<file path="config.mk">
export PLATFORM = sky130hd
export DESIGN_NAME = down_counter_ctrl
export DESIGN_NICKNAME = d
export VERILOG_FILES = /design/src/rtl/down_counter_ctrl.sv
export SDC_FILE = /design/constraint.sdc
export NUM_CORES = 1
export LEC_CHECK = 0
export BUFFER_PORTS_ARGS = -buffer_cell sky130_fd_sc_hd__buf_2
export CAP_MARGIN = 10
export CORE_MARGIN = 8
export CORE_UTILIZATION = 40
export DETAILED_ROUTE_END_ITERATION = 6
export GPL_TIMING_DRIVEN = 0
export PLACE_DENSITY_LB_ADDON = 0.05
export SYNTH_ARGS = -nofsm -noshare
export SYNTH_HDL_FRONTEND = slang
export SYNTH_SLANG_ARGS = --single-unit
</file>
<file path="constraint.sdc">
create_clock -name clk -period 5.16 [get_ports clk]
set_clock_uncertainty 0.15 [all_clocks]
set_input_delay 0 -clock clk [delete_from_list [all_inputs] [get_ports clk]]
set_output_delay 0 -clock clk [all_outputs]
set_load 0.01 [all_outputs]
</file>
<file path="src/rtl/down_counter_ctrl.sv">
// Sequencing controller for the mod-2^WIDTH down counter: load, prescaled decrement,
// pause/resume, abort, and one-shot or auto-reload operation with a terminal-count pulse.
module down_counter_ctrl #(
  parameter int WIDTH    = 4,
  parameter int PRESCALE = 1
) (
  input  logic             clk,
  input  logic             clr,
  input  logic             start,
  input  logic [WIDTH-1:0] load_val,
  input  logic             mode_periodic,
  input  logic             pause,
  input  logic             abort,
  output logic [WIDTH-1:0] count,
  output logic             busy,
  output logic             tc,
  output logic [1:0]       state
);

  localparam int PSC_W = (PRESCALE > 1) ? $clog2(PRESCALE) : 1;
  localparam logic [PSC_W-1:0] PSC_LAST = PSC_W'(PRESCALE - 1);

  typedef enum logic [1:0] {
    S_IDLE = 2'd0,
    S_RUN  = 2'd1,
    S_HOLD = 2'd2,
    S_DONE = 2'd3
  } state_t;

  state_t           st_q, st_d;
  logic [WIDTH-1:0] count_d;
  logic [WIDTH-1:0] reload_q, reload_d;
  logic             periodic_q, periodic_d;
  logic [PSC_W-1:0] psc_q, psc_d;
  logic             tc_d;
  logic             tick;

  function automatic logic [WIDTH-1:0] dec_wrap(input logic [WIDTH-1:0] v);
    return v - WIDTH'(1);
  endfunction

  assign tick  = (psc_q == PSC_LAST);
  assign state = st_q;
  assign busy  = (st_q == S_RUN) || (st_q == S_HOLD);

  always_comb begin
    st_d       = st_q;
    count_d    = count;
    reload_d   = reload_q;
    periodic_d = periodic_q;
    psc_d      = psc_q;
    tc_d       = 1'b0;
    case (st_q)
      S_IDLE, S_DONE: begin
        if (abort && (st_q == S_DONE)) begin
          st_d    = S_IDLE;
          count_d = '0;
          psc_d   = '0;
        end else if (start && (load_val != '0)) begin
          st_d       = S_RUN;
          count_d    = load_val;
          reload_d   = load_val;
          periodic_d = mode_periodic;
          psc_d      = '0;
        end
      end
      S_RUN: begin
        if (abort) begin
          st_d    = S_IDLE;
          count_d = '0;
          psc_d   = '0;
        end else if (pause) begin
          st_d = S_HOLD;
        end else if (tick) begin
          psc_d = '0;
          // Terminal transition at 1 so the count never has to wrap below zero.
          if (count == WIDTH'(1)) begin
            tc_d = 1'b1;
            if (periodic_q) begin
              count_d = reload_q;
            end else begin
              count_d = '0;
              st_d    = S_DONE;
            end
          end else begin
            count_d = dec_wrap(count);
          end
        end else begin
          psc_d = psc_q + PSC_W'(1);
        end
      end
      S_HOLD: begin
        if (abort) begin
          st_d    = S_IDLE;
          count_d = '0;
          psc_d   = '0;
        end else if (!pause) begin
          st_d = S_RUN;
        end
      end
      default: st_d = S_IDLE;
    endcase
  end

  always_ff @(posedge clk or posedge clr) begin
    if (clr) begin
      st_q       <= S_IDLE;
      count      <= '0;
      reload_q   <= '0;
      periodic_q <= 1'b0;
      psc_q      <= '0;
      tc         <= 1'b0;
    end else begin
      st_q       <= st_d;
      count      <= count_d;
      reload_q   <= reload_d;
      periodic_q <= periodic_d;
      psc_q      <= psc_d;
      tc         <= tc_d;
    end
  end

endmodule

</file>
==> results.yml, run 1 <==
routing:
  via_per_inst: 4.83
  drt-pass1-iter-count: 4
  vias: 628
  wire_per_inst_microns: 12.2
  ant_nets: 0
  drcViolationCount: 0
  wl_microns: 1580
  drt_iter0_drc: 11
timing:
  finalCriticalPeriod_ps: 2190
  max_slew_margin_pct: 60.2
  setup_viol: 0
  tightest_slew_ps: 595
  maxSlewViolCount: 0
  period_share_pct: 42.4
  fin_ws_ps: 2970
  tns_ps: 0
  rsz0062_at_grt: "false"
  hold_viol: 0
  max_freq_mhz: 457
  worst_hold_slack_ps: 131
power:
  peakVddDrop_v: 0.000240
  total_power_mw: 0.532
  powerDensity_nw_per_um2: 547
  p_leak_nw: 0.473
yosys:
  ys_types: 25
  yosysMostFrequentCell: "dfrtp_1"
  ys_seq_elements: 12
  syn_inst: 74
  synth_ff_type: "dfrtp_1"
  synth_edf_count: 0
  seq_area_frac_synth_pct: 41.7
  synth.cell_area_sq_um: 719
  yosys-top-cells-count: "dfrtp_1, nor2_1, inv_1"
  synth_largest_area_cell: "dfrtp_1"
  synth.yosys.warnings: 0
  async_flop_share_pct: 100
  synth_top_area_share_pct: 41.7
  syn_avg_cell_area_sq_um: 9.72
  synth_area_leaders: "dfrtp_1, ha_1, mux2_2"
  syn-num-nets: 89
flow_run:
  cap_violations: 0
floorplan:
  die-height_microns: 58.4
  dieArea_sq_um: 3410
  io_pins: 18
  design.core.area_sq_um: 1710
  initial_core_util_pct: 42.1
  die_x_microns: 58.4
  rows: 15
cells_and_area:
  drive_gt1_share_pct: 30.5
  insertedDiodeCount: 0
  nNetsFinal: 121
  regArea_sq_um: 300
  stdcell_count: 130
  area_growth_pct: 35.1
  n_fill_cell: 154
  multi_input_area_sq_um: 389
placed_design:
  portBuffers: 17
  dp_hpwl_microns: 1230
  dp.cells: 116
  pre_cts_ws_ps: 2980
  gp_congestion: 0.757
min_path:
  hold_path.class: "in -> async"
critical_path:
  required_ps: 5170
  critPathMaxFanout: 8
  cp-start-kind: "flop"
  worstSetupPathType: "reg -> reg"
  end_kind: "flop"
  arrival_ps: 2200
global_routing:
  gr-total-overflow: 0
  grt_pass1_wl_microns: 2660
  antenna_found_initial: 0
  grt_pass1_vias: 610
  grt_use_total_pct: 10.0
  grt_max_degree: 13
cts:
  cts_tree: "yes"
  postCtsSetupBuffers: 0
  clockRootBuffer: "clkbuf_4"
  postCtsHoldBufs: 10
  cts_made_buffers: 3
  clock-sinks: 12
  clk_pin_slew_ps: 80
  worstSkewPairLatency_ps: 270
  cts_resized: 0
  htree_levels: 1
  cts.path.max_buffers: 2
outcome:
  status: "finished clean"
## stage by stage
step,area (sq um),utilization [%]
2_1_floorplan,719,-
3_3_place_gp,836,48.9
3_5_place_dp,836,48.9
4_1_cts,972,56.9
5_1_grt,972,56.9
6_report,972,56.9
## worst max-delay path, cell delays in order, from the launching register on
cell and delay, ps:
dfrtp_1 410, inv_1 60, ha_1 310, a21boi_2 360, inv_1 110, nor2_1 310, mux2_2 380
## cells in the final DEF, fill, tap and decap left out, types with 2 or more instances in the layout
cell type      instances
buf_2                 17
o21ai_0                5
inv_1                  8
dfrtp_1               12
ha_1                   5
and3_2                 3
nand2b_1               2
nor2_1                10
mux2_2                 4
a2bb2oi_1              2
a31oi_1                4
dlygate4sd3_1         10
nand2_1                5
clkbuf_4               3
## state kept, by name, summed over array words and instances (netlist names)
register    count
count           4
reload_q        4
state           2
periodic_q      1
tc              1
## layer usage
| metal | share of wire (%) | vias up | track usage (%) |
|---|---|---|---|
| li1 | - | 327 | - |
| met1 | 49 | 282 | 12.1 |
| met4 | 0.76 | 0 | 2.10 |
| met3 | 6.0 | 2 | 5.43 |
| met5 | 0 | - | 0 |
| met2 | 44 | 17 | 15.3 |
## power breakdown
part / internal, mW / switching, mW
sequential: 0.139 / 0.0489
clock: 0.0429 / 0.0310
combinational: 0.132 / 0.139
## logic make-up after synthesis
family	share of synthesized area, %
multiplexers	7.65
adder cells (fa/ha/maj)	8.70
XOR/XNOR	1.22
AND/OR/NAND/NOR	21.0
flip-flops	41.7
buffers and inverters	4.17
AO/OA/AOI/OAI	15.5
## worst paths after layout
kind	startpoint	endpoint	slack, ps	depth (start not counted)
setup / recovery	state[0]$_DFFE_PP0P_	reload_q[2]$_DFFE_PP0P_	2970	6
hold reg to reg	reload_q[0]$_DFFE_PP0P_	reload_q[0]$_DFFE_PP0P_	360	1
setup reg to reg	state[0]$_DFFE_PP0P_	reload_q[2]$_DFFE_PP0P_	2970	6
min in group clk	mode_periodic	periodic_q$_DFFE_PP0P_	350	3
hold / removal	clr	count[2]$_DFFE_PP0P_	130	3
max in group asynchronous	clr	reload_q[2]$_DFFE_PP0P_	4410	3
## area by class of cell
| type | instances | share of cell area [%] |
|---|---|---|
| flip-flops and latches | 12 | 30.9 |
| repair buffers | 27 | 19.0 |
| multi-input cells | 54 | 40.0 |
| inverters | 8 | 3.09 |
| clock buffers | 4 | 3.73 |
| well taps | 25 | 3.22 |
(Power assumes the default switching activity.)
==> run 2: changes to the inputs <==
- clock period: 5.16 -> 1.9 ns (I/O delays scaled with it)
==> results.yml, run 2 (synthesis gave the netlist of run 1 again) <==
outcome:
  status: "finished clean"
critical_path:
  critPathMaxFanout: 5
  worstSetupPathType: "reg -> reg"
  critPathMaxStageDelay_ps: 430
  worst_path_max_delay_cell: "dfrtp_1"
  path_cells: "inv_2, ha_4, nor3b_4, nand2b_1, a222oi_1, buf_4, mux2i_1"
  arrival_ps: 1910
  required_ps: 1950
  end_kind: "flop"
  cp-start-kind: "flop"
cells_and_area:
  drive_gt1_share_pct: 40.4
  nNetsFinal: 126
  fin_area_sq_um: 1040
  n_fill_cell: 159
  mostFrequentLayoutCells: "buf_2, dfrtp_1, nor2_1, dlygate4sd3_1"
  insertedDiodeCount: 0
  stdcell_count: 134
  area_growth_pct: 44.7
  final_common_cell: "buf_2"
routing:
  drcViolationCount: 0
  ant_nets: 0
  via_per_inst: 4.98
  drt_iter0_drc: 29
  drt-pass1-iter-count: 4
  wire_per_inst_microns: 13.4
  vias: 667
  wl_microns: 1790
placed_design:
  dp_hpwl_microns: 1210
  portBuffers: 17
  pre_cts_ws_ps: -150
  gp_congestion: 0.767
  dp.cells: 116
  place_area_sq_um: 851
timing:
  tightest_slew_ps: 988
  rsz0062_at_grt: "true"
  fin_ws_ps: 35.8
  maxSlewViolCount: 0
  setup_viol: 0
  max_freq_mhz: 536
  finalCriticalPeriod_ps: 1860
  max_slew_margin_pct: 33.3
  period_share_pct: 98.1
  hold_viol: 0
floorplan:
  die-height_microns: 58.4
  io_pins: 18
  initial_core_util_pct: 42.1
  die_x_microns: 58.4
  design.core.area_sq_um: 1710
  rows: 15
  dieArea_sq_um: 3410
cts:
  cts_made_buffers: 3
  htree_levels: 1
  clock-sinks: 12
  cts.path.max_buffers: 2
  clockRootBuffer: "clkbuf_4"
  cts_tree: "yes"
  clk_pin_slew_ps: 70
  worstSkewPairLatency_ps: 270
global_routing:
  grt_pass1_wl_microns: 2690
  grt_max_degree: 13
  gr-total-overflow: 0
  antenna_found_initial: 0
  grt_pass1_vias: 623
  grt_use_total_pct: 10.0
min_path:
  hold_path.class: "in -> async"
power:
  peakVddDrop_v: 0.000905
  p_leak_nw: 0.496
  powerDensity_nw_per_um2: 1550
  total_power_mw: 1.61
flow_run:
  cap_violations: 0
==> run 2: changes by cell type in the layout (fill, tap and decap cells not counted), sizes merged <==
cell	change
buf	+6
clkbuf	-1
dlygate4sd3	-1
==> run 2: path summary, 6_finish.rpt <==
path                                    startpoint                       to  slack, ps  cells past startpoint
max in group asynchronous                      clr     count[0]$_DFFE_PP0P_       1120                      3
min                                            clr     state[0]$_DFFE_PP0P_        130                      3
min reg2reg                reload_q[1]$_DFFE_PP0P_  reload_q[1]$_DFFE_PP0P_        370                      1
max reg2reg                   count[1]$_DFFE_PP0P_     state[1]$_DFFE_PP0P_         40                      7
min in group clk                       load_val[2]  reload_q[3]$_DFFE_PP0P_        150                      4
max                           count[1]$_DFFE_PP0P_     state[1]$_DFFE_PP0P_         40                      7
==> run 2: area by class of cell <==
class	count	area [sq um]	area share (%)
flip-flops and latches	12	302	29.0
inverters	8	30.0	2.88
clock buffers	3	22.5	2.16
multi-input cells	54	435	41.8
repair buffers	32	220	21.2
well taps	25	31.3	3.00
==> run 2: critical path, delay by kind of cell, from the launching register on <==
family	cells	cell delay, ps
multiplexers	1	170
AND/OR/NAND/NOR	2	280
adder cells (fa/ha/maj)	1	130
flip-flops	1	430
AO/OA/AOI/OAI	1	330
buffers and inverters	2	290
==> run 2: per-stage QoR <==
step	util (%)	hold WS, ps	TNS [ps]
3_3_place_gp	49.8	-113	-672
6_report	61.0	132	0
3_5_place_dp	49.8	-112	-553
5_1_grt	61.0	182	-111
2_1_floorplan	-	-285	0
4_1_cts	57.7	99.9	0
==> run 2: per-layer routing <==
| layer | vias to the layer above | GRT usage, % | wire length (microns) |
|---|---|---|---|
| met2 | 22 | 14.8 | 769 |
| met4 | 0 | 4.20 | 40 |
| met5 | - | 0 | 0 |
| met3 | 6 | 4.35 | 125 |
| met1 | 303 | 12.3 | 858 |
| li1 | 336 | - | - |
==> run 2: timing repair <==
| item | 4_1_cts | 5_1_grt |
|---|---|---|
| buffers inserted | 3 | 3 |
| setup endpoints to repair | 10 | 10 |
| pin swaps | 1 | 2 |
| hold buffers | 9 | 0 |
| endpoints found under the hold margin | 23 | 0 |
| gates cloned | 0 | 0 |
| resized for setup | 0 | 7 |
==> run 2: power breakdown <==
group | internal [mW] | leakage [nW] | switching, mW | total, mW
logic | 0.482 | 0.337 | 0.443 | 0.925
clock network | 0.0733 | 0.0138 | 0.0827 | 0.156
registers | 0.379 | 0.145 | 0.150 | 0.529
total | 0.935 | 0.496 | 0.676 | 1.61
